==> src/rtl/mc_muldiv_unit.sv <==
// mc_muldiv_unit
// Iterative multiply/divide unit with HI/LO registers for the multicycle CPU.
// It decodes the same MIPS R-type func field as the ALU. MULT/MULTU use a
// W-step shift-add and DIV/DIVU use a W-step restoring divide on operand
// magnitudes. The sign is applied in a single FIX cycle. MTHI/MTLO write
// HI/LO directly. MFHI/MFLO are read combinationally through res.
//
// Ports:
//   clk, rst      rising-edge clock, synchronous active-high reset
//   start         request, sampled only in IDLE
//   func          R-type function code
//   opa, opb      operands (multiplicand/dividend, multiplier/divisor)
//   busy          operation in progress
//   done          one-cycle pulse after HI/LO are updated
//   div_zero      last DIV/DIVU had a zero divisor
//   hi, lo        HI/LO registers
//   res           hi for MFHI, lo for MFLO, otherwise 0
//
// state | meaning
// IDLE  | waiting for start; MTHI/MTLO complete here
// CALC  | one shift-add / shift-subtract step per cycle, W cycles
// FIX   | sign correction, HI/LO write, done
module mc_muldiv_unit #(
  parameter int W = 32
) (
  input  logic         clk,
  input  logic         rst,
  input  logic         start,
  input  logic [5:0]   func,
  input  logic [W-1:0] opa,
  input  logic [W-1:0] opb,
  output logic         busy,
  output logic         done,
  output logic         div_zero,
  output logic [W-1:0] hi,
  output logic [W-1:0] lo,
  output logic [W-1:0] res
);

  localparam int CNT_W = $clog2(W) + 1;

  localparam logic [5:0] F_MFHI  = 6'h10;
  localparam logic [5:0] F_MTHI  = 6'h11;
  localparam logic [5:0] F_MFLO  = 6'h12;
  localparam logic [5:0] F_MTLO  = 6'h13;
  localparam logic [5:0] F_MULT  = 6'h18;
  localparam logic [5:0] F_MULTU = 6'h19;
  localparam logic [5:0] F_DIV   = 6'h1A;
  localparam logic [5:0] F_DIVU  = 6'h1B;

  typedef enum logic [1:0] {S_IDLE, S_CALC, S_FIX} state_t;

  state_t         state, state_nxt;
  logic [CNT_W-1:0] cnt;
  logic [W-1:0]   work_hi, work_lo;   // product halves / remainder, quotient
  logic [W-1:0]   operand;            // |multiplicand| or |divisor|
  logic [W-1:0]   opa_raw;            // kept for the divide-by-zero HI result
  logic           is_div, neg_q, neg_r, dz;

  logic           is_muldiv, is_signed, accept_op, accept_mt;
  logic [W-1:0]   opa_abs, opb_abs;
  logic [W:0]     mul_sum, div_shift, div_trial;
  logic [2*W-1:0] prod, prod_fix;
  logic [W-1:0]   q_fix, r_fix;

  assign is_muldiv = (func == F_MULT) || (func == F_MULTU) ||
                     (func == F_DIV)  || (func == F_DIVU);
  assign is_signed = (func == F_MULT) || (func == F_DIV);
  assign accept_op = (state == S_IDLE) && start && is_muldiv;
  assign accept_mt = (state == S_IDLE) && start &&
                     ((func == F_MTHI) || (func == F_MTLO));

  // Unary minus of MIN gives MIN, which is exactly 2^(W-1) read as unsigned.
  assign opa_abs = (is_signed && opa[W-1]) ? -opa : opa;
  assign opb_abs = (is_signed && opb[W-1]) ? -opb : opb;

  assign mul_sum   = {1'b0, work_hi} + (work_lo[0] ? {1'b0, operand} : '0);
  assign div_shift = {work_hi, work_lo[W-1]};
  assign div_trial = div_shift - {1'b0, operand};

  assign prod     = {work_hi, work_lo};
  assign prod_fix = neg_q ? -prod : prod;
  assign q_fix    = neg_q ? -work_lo : work_lo;
  assign r_fix    = neg_r ? -work_hi : work_hi;

  assign res = (func == F_MFHI) ? hi : (func == F_MFLO) ? lo : '0;

  always_ff @(posedge clk) begin
    if (rst) state <= S_IDLE;
    else     state <= state_nxt;
  end

  always_comb begin
    state_nxt = state;
    case (state)
      S_IDLE: if (accept_op) state_nxt = S_CALC;
      S_CALC: if (cnt == CNT_W'(W - 1)) state_nxt = S_FIX;
      S_FIX:  state_nxt = S_IDLE;
      default: state_nxt = S_IDLE;
    endcase
  end

  always_ff @(posedge clk) begin
    if (rst) begin
      cnt      <= '0;
      busy     <= 1'b0;
      done     <= 1'b0;
      div_zero <= 1'b0;
      hi       <= '0;
      lo       <= '0;
      work_hi  <= '0;
      work_lo  <= '0;
      operand  <= '0;
      opa_raw  <= '0;
      is_div   <= 1'b0;
      neg_q    <= 1'b0;
      neg_r    <= 1'b0;
      dz       <= 1'b0;
    end else begin
      done <= 1'b0;
      case (state)
        S_IDLE: begin
          if (accept_op) begin
            is_div  <= func[1];
            busy    <= 1'b1;
            cnt     <= '0;
            work_hi <= '0;
            opa_raw <= opa;
            dz      <= (opb == '0);
            neg_q   <= is_signed && (opa[W-1] ^ opb[W-1]);
            neg_r   <= is_signed && opa[W-1];
            // Multiply walks the multiplier through work_lo; divide shifts
            // the dividend out of work_lo while the quotient shifts in.
            operand <= func[1] ? opb_abs : opa_abs;
            work_lo <= func[1] ? opa_abs : opb_abs;
          end else if (accept_mt) begin
            if (func == F_MTHI) hi <= opa;
            else                lo <= opa;
            done <= 1'b1;
          end
        end
        S_CALC: begin
          cnt <= cnt + 1'b1;
          if (is_div) begin
            if (!div_trial[W]) begin
              work_hi <= div_trial[W-1:0];
              work_lo <= {work_lo[W-2:0], 1'b1};
            end else begin
              work_hi <= div_shift[W-1:0];
              work_lo <= {work_lo[W-2:0], 1'b0};
            end
          end else begin
            work_hi <= mul_sum[W:1];
            work_lo <= {mul_sum[0], work_lo[W-1:1]};
          end
        end
        S_FIX: begin
          busy     <= 1'b0;
          done     <= 1'b1;
          div_zero <= is_div && dz;
          if (is_div) begin
            if (dz) begin
              hi <= opa_raw;
              lo <= '1;
            end else begin
              hi <= r_fix;
              lo <= q_fix;
            end
          end else begin
            hi <= prod_fix[2*W-1:W];
            lo <= prod_fix[W-1:0];
          end
        end
        default: ;
      endcase
    end
  end

endmodule
==> config.mk <==
export PLATFORM = sky130hd
export DESIGN_NAME = mc_muldiv_unit
export DESIGN_NICKNAME = d
export VERILOG_FILES = /design/src/rtl/mc_muldiv_unit.sv
export SDC_FILE = /design/constraint.sdc
export NUM_CORES = 1
export LEC_CHECK = 0
export ABC_AREA = 0
export BUFFER_PORTS_ARGS = -buffer_cell sky130_fd_sc_hd__buf_2
export CORE_MARGIN = 10
export CORE_UTILIZATION = 46
export DETAILED_ROUTE_END_ITERATION = 10
export PLACE_DENSITY = 0.68
export SLEW_MARGIN = 30
export SYNTH_ARGS = -nofsm -noshare
export SYNTH_HDL_FRONTEND = slang
export SYNTH_SLANG_ARGS = --single-unit
==> constraint.sdc <==
create_clock -name clk -period 7.8 [get_ports clk]
set_clock_uncertainty 0.1 [all_clocks]
set_input_delay 0.78 -clock clk [delete_from_list [all_inputs] [get_ports clk]]
set_output_delay 0.78 -clock clk [all_outputs]
set_load 0.005 [all_outputs]
# Word level (Yosys, flattened, before mapping)
# Index checks and enable logic that the tools add are counted.
# classes
add_sub_neg	8
n_eq_ne	17
mux	40
bitwise_logic	1
reduce_logical	22
# op_table
cell	count
32-bit 2-to-1 mux	24
32-bit one-hot mux with 2 select lines	4
32-bit negator	4
64-bit 2-to-1 mux	1
64-bit negator	1
6-bit by 5-bit == test with 1-bit output (second input constant)	9
32-bit by 32-bit adder with 33-bit output	1
33-bit by 32-bit subtractor with 33-bit output	1
32-bit logical NOT	1
6-bit one-hot mux with 2 select lines	1
2-bit inequality test (second input constant)	5
2-bit AND reduction	4
4-bit AND reduction	2
1-bit logical AND	7
6-bit by 1-bit adder with 6-bit output (second input constant)	1
6-bit 2-to-1 mux	1
1-bit logical OR	5
1-bit 2-to-1 mux	4
2-bit 2-to-1 mux	2
1-bit one-hot mux with 2 select lines	2
2-bit one-hot mux with 2 select lines	1
2-bit nonzero test	2
2-bit by 1-bit == test with 1-bit output (second input constant)	1
2-bit == test (second input constant)	1
3 further kinds	3
# word_totals
ff_bits	207
in_bits	73
out_inout_bits	99
elab_cells	103

# Longest topological paths before layout
# logic_depth
ltp_word	7
depth_mapped	15
depth_no_buf	13

# Worst setup path before layout
# Ideal clock, no wire load.
# synth_path
path_type	reg2reg
startpoint	register work_hi[1]
endpoint	register hi[30]
setup_time_ns	0.134
arrival_time_ns	3.169
required_time_ns	7.566
path_slack_ns	4.397
path_stages_with_launch	12
path_buffers	0
period_less_slack_ns	3.403
cell_sequence	dfxtp_1 inv_1 ha_1 or3b_1 or4b_4 or3_4 or4b_4 o21ai_2 xnor2_1 nor2_1 a2111oi_0 nor4_1
# synth_via
elab_chain_cells	5
word_cells_on_any_way	7
cone_classes	2 x add/sub; 5 x mux
# synth_lines
element	line	rtl
from (decl)	55	logic [W-1:0] work_hi, work_lo;
from (signal assigned)	146	work_hi <= div_trial[W-1:0];
from (signal assigned)	149	work_hi <= div_shift[W-1:0];
from (signal assigned)	153	work_hi <= mul_sum[W:1];
32-bit negator	84	assign r_fix = neg_r ? -work_hi : work_hi;
32-bit 2-to-1 mux	84	
32-bit 2-to-1 mux	162	if (dz) begin
32-bit 2-to-1 mux *	161	if (is_div) begin
32-bit one-hot mux with 2 select lines *	121	case (state)
to (signal assigned)	163	hi <= opa_raw;
to (signal assigned)	166	hi <= r_fix;
to (signal assigned)	170	hi <= prod_fix[2*W-1:W];
to (decl)	35	output logic [W-1:0] hi,
# Mark *: on every way between the ends. The rest lies on a longest branch, timed or not.
# A chain may end at the register's enable or synchronous reset.

# Worst setup path in the final report
# layout_path
startpoint	register work_hi[8]
endpoint	register work_hi[3]
# layout_via
elab_chain_cells	4
# layout_lines
element	line	rtl
33-bit by 32-bit subtractor with 33-bit output	79	assign div_trial = div_shift - {1'b0, operand};
32-bit 2-to-1 mux	145	if (!div_trial[W]) begin
32-bit 2-to-1 mux	144	if (is_div) begin
32-bit one-hot mux with 2 select lines	121	
# Every way passes these cells.

==> out/qor.yml <==
setup_tns_ps: 0
hp-class: "reg -> reg"
leakage_nw: 7.40
reg2reg_slack_ps: 3490
dp_cells: 2838
drt_iter0_markers: 2612
fmax_mhz: 232
final.fill_count: 3583
pwr-share-seq_pct: 39.0
routedWlPerCell_um: 23.6
grt.total_usage_pct: 28.4
finalCritPeriodShare_pct: 55.3
routed_wirelength_um: 67900
ys_ff_latch: 207
cts_resized: 0
async_flop_share_pct: 0
firstDrtPassIters: 6
fp.dieW_um: 213
yosysSeqAreaShare_pct: 24.2
hold_path_end: "opa_raw[26]"
ys_warn_count: 0
cts_buffer_depth: 3
min_period_ps: 4310
crit_chain: "ha_1 -> a21oi_1 -> o211ai_1 -> a221oi_1 -> a21oi_1 -> a41oi_1 -> xnor2_2 -> buf_4 -> mux2_2 -> a211oi_1 -> nor3_1"
fp.dieArea_sq_mm: 0.0453
grt_pass1_wl_um: 102000
total_power_mw: 2.79
cts_buffers: 25
synth_commonest_cells: "nand2_1, nor2_1, dfxtp_1"
drc: 0
finalMaxSlewViolations: 0
layout-drive-gt1-share_pct: 11.6
worstPathArrival_ps: 4620
slew_headroom_pct: 32.4
r2r-start: "work_hi[8]"
cap_violations: 0
rows: 70
gr-total-overflow: 0
ys_types: 83
cpMaxStageDelayCell: "dfxtp_1"
status: "complete, no violations"
synth_most_common_cell: "nand2_1"
cts_tree: "done"
place_congestion: 1.05
hold-worst-slack_ps: 349
die-height_um: 213
num-nets-final: 2541
vdd_drop_max_mv: 0.123
synth_nets: 2509
ant_nets: 0
switching_share_pct: 30.0
core_sq_mm: 0.0366
combPwrFrac_pct: 17.4
clkPwrFrac_pct: 43.6
fin_cells: 2881
min_path_cells: 2
critPathMaxStageDelay_ps: 730
p_per_area_mw_per_mm2: 148
yosys-top-cells-area: "dfxtp_1, nand2_1, mux2i_1"
startpoint_type: "register"
diodes: 0
endpoint_kind: "register"
first_global_vias: 16900
start_util_pct: 46.7
grt_max_degree: 78
cpMostUsedCell: "a21oi_1"
avgSynthCellArea_sq_um: 7.23
netlist.area_leader.share_pct: 24.2
io_pins: 172
synth_cells: 2365
netlist_area_sq_mm: 0.0171
dr_total_vias: 18600
criticalPathCategory: "reg -> reg"
clk_latency_ps: 560
setup_viol: 0
htreeDepth: 1
antenna_found_initial: 0
cts_root_buf: "clkbuf_16"
hpwl_um: 51200
worst_pin_slew_ps: 1010
cp.required_ps: 8110
fin_util_pct: 51.6
yosys.area.top_type: "dfxtp_1"
grt_setup_unrepaired: "no"
ctsHoldBuffers: 0
critPathMaxFanout: 43
cts.sinks: 207
cts_setup_buffers: 0
port_buffers: 171
switching_power_mw: 0.836
cp-startpoint: "work_hi[8]"
rr_worst_depth: 11
viasPerCell: 6.47
synth_edf_count: 0
synth_ff_type: "dfxtp_1"
path_clk_slew_ps: 60
r2r_end: "work_hi[3]"
synthToLayoutAreaGrowth_pct: 10.4
worstHoldStart: "opa_raw[26]"
hold_viol_final: 0
internal_power_mw: 1.95
==> flip-flops by register name (all words and copies together), names as in the netlist, 2 cells and up <==
signal and count:
hi 32, lo 32, opa_raw 32, operand 32
work_hi 32, work_lo 32, cnt 6, state 2
==> final cells by class <==
type                            instances  area, sq um  area share (%)
Multi-Input combinational cell       1898        12000            63.6
Clock inverter                         10          144           0.762
Timing Repair Buffer                  195         1040            5.52
Sequential cell                       207         4150            22.0
Tap cell                              468          586            3.10
Clock buffer                           33          686            3.63
Inverter                               70          263            1.39
==> how the worst max path moves through the flow <==
stage,endpoint
floorplan,hi[30]
global placement,work_hi[23]
detailed placement,work_hi[3]
CTS,work_hi[3]
global route,work_hi[3]
finish,work_hi[3]
==> logic make-up (layout without fill, tap and decap cells) <==
family          Yosys count  after routing  synth area share [%]
compound gates          728            728                  27.8
xor+xnor                169            169                  8.66
mux                     102            102                  6.00
simple gates            828            828                  22.2
flops                   207            207                  24.2
fa+ha+maj                71             71                  5.28
buf+inv                 260            308                  5.87
==> worst max-delay path, delay by kind of cell (launching register included) <==
kind	cells	cell delay, ps
xor+xnor	1	160
compound gates	6	1680
fa+ha+maj	1	420
simple gates	1	70
mux	1	410
flops	1	730
buf+inv	1	550
==> layout by cell type, fill, tap and decap left out, types with 30 or more instances in the layout <==
cell / Yosys / routed
nand2_1: 308 / 308
nor2_1: 251 / 248
dfxtp_1: 207 / 205
a21oi_1: 192 / 192
buf_2: 7 / 169
o21ai_0: 165 / 165
xnor2_1: 102 / 101
mux2i_1: 98 / 98
ha_1: 69 / 69
inv_1: 69 / 68
xor2_1: 67 / 67
a211oi_1: 63 / 63
nor3_1: 49 / 47
a311oi_1: 41 / 41
o211ai_1: 37 / 37
o31ai_1: 34 / 34
nand3_1: 30 / 30
==> power by group through the flow <==
stage,Clock (mW),Combinational [mW],Sequential [mW]
after global placement,0,0.464,1.11
final,1.22,0.485,1.09
after floorplan,0,0.316,1.10
after detailed placement,0,0.468,1.11
after global routing,1.26,0.515,1.09
after CTS,1.22,0.470,1.09
==> routing by layer <==
metal | up-vias | share of wire, % | GRT usage [%]
li1 | 8612 | - | -
met1 | 8750 | 41 | 38.1
met2 | 1121 | 43 | 43.7
met3 | 153 | 12 | 5.82
met4 | 0 | 3.9 | 11.3
met5 | - | 0 | 0
==> metrics by stage <==
stage               area (sq um)  worst slack [ps]
floorplan                  17100              4400
global placement           18000              3590
detailed placement         18000              3590
CTS                        18900              3580
global route               18900              3200
finish                     18900              3490
(Power assumes the default switching activity.)
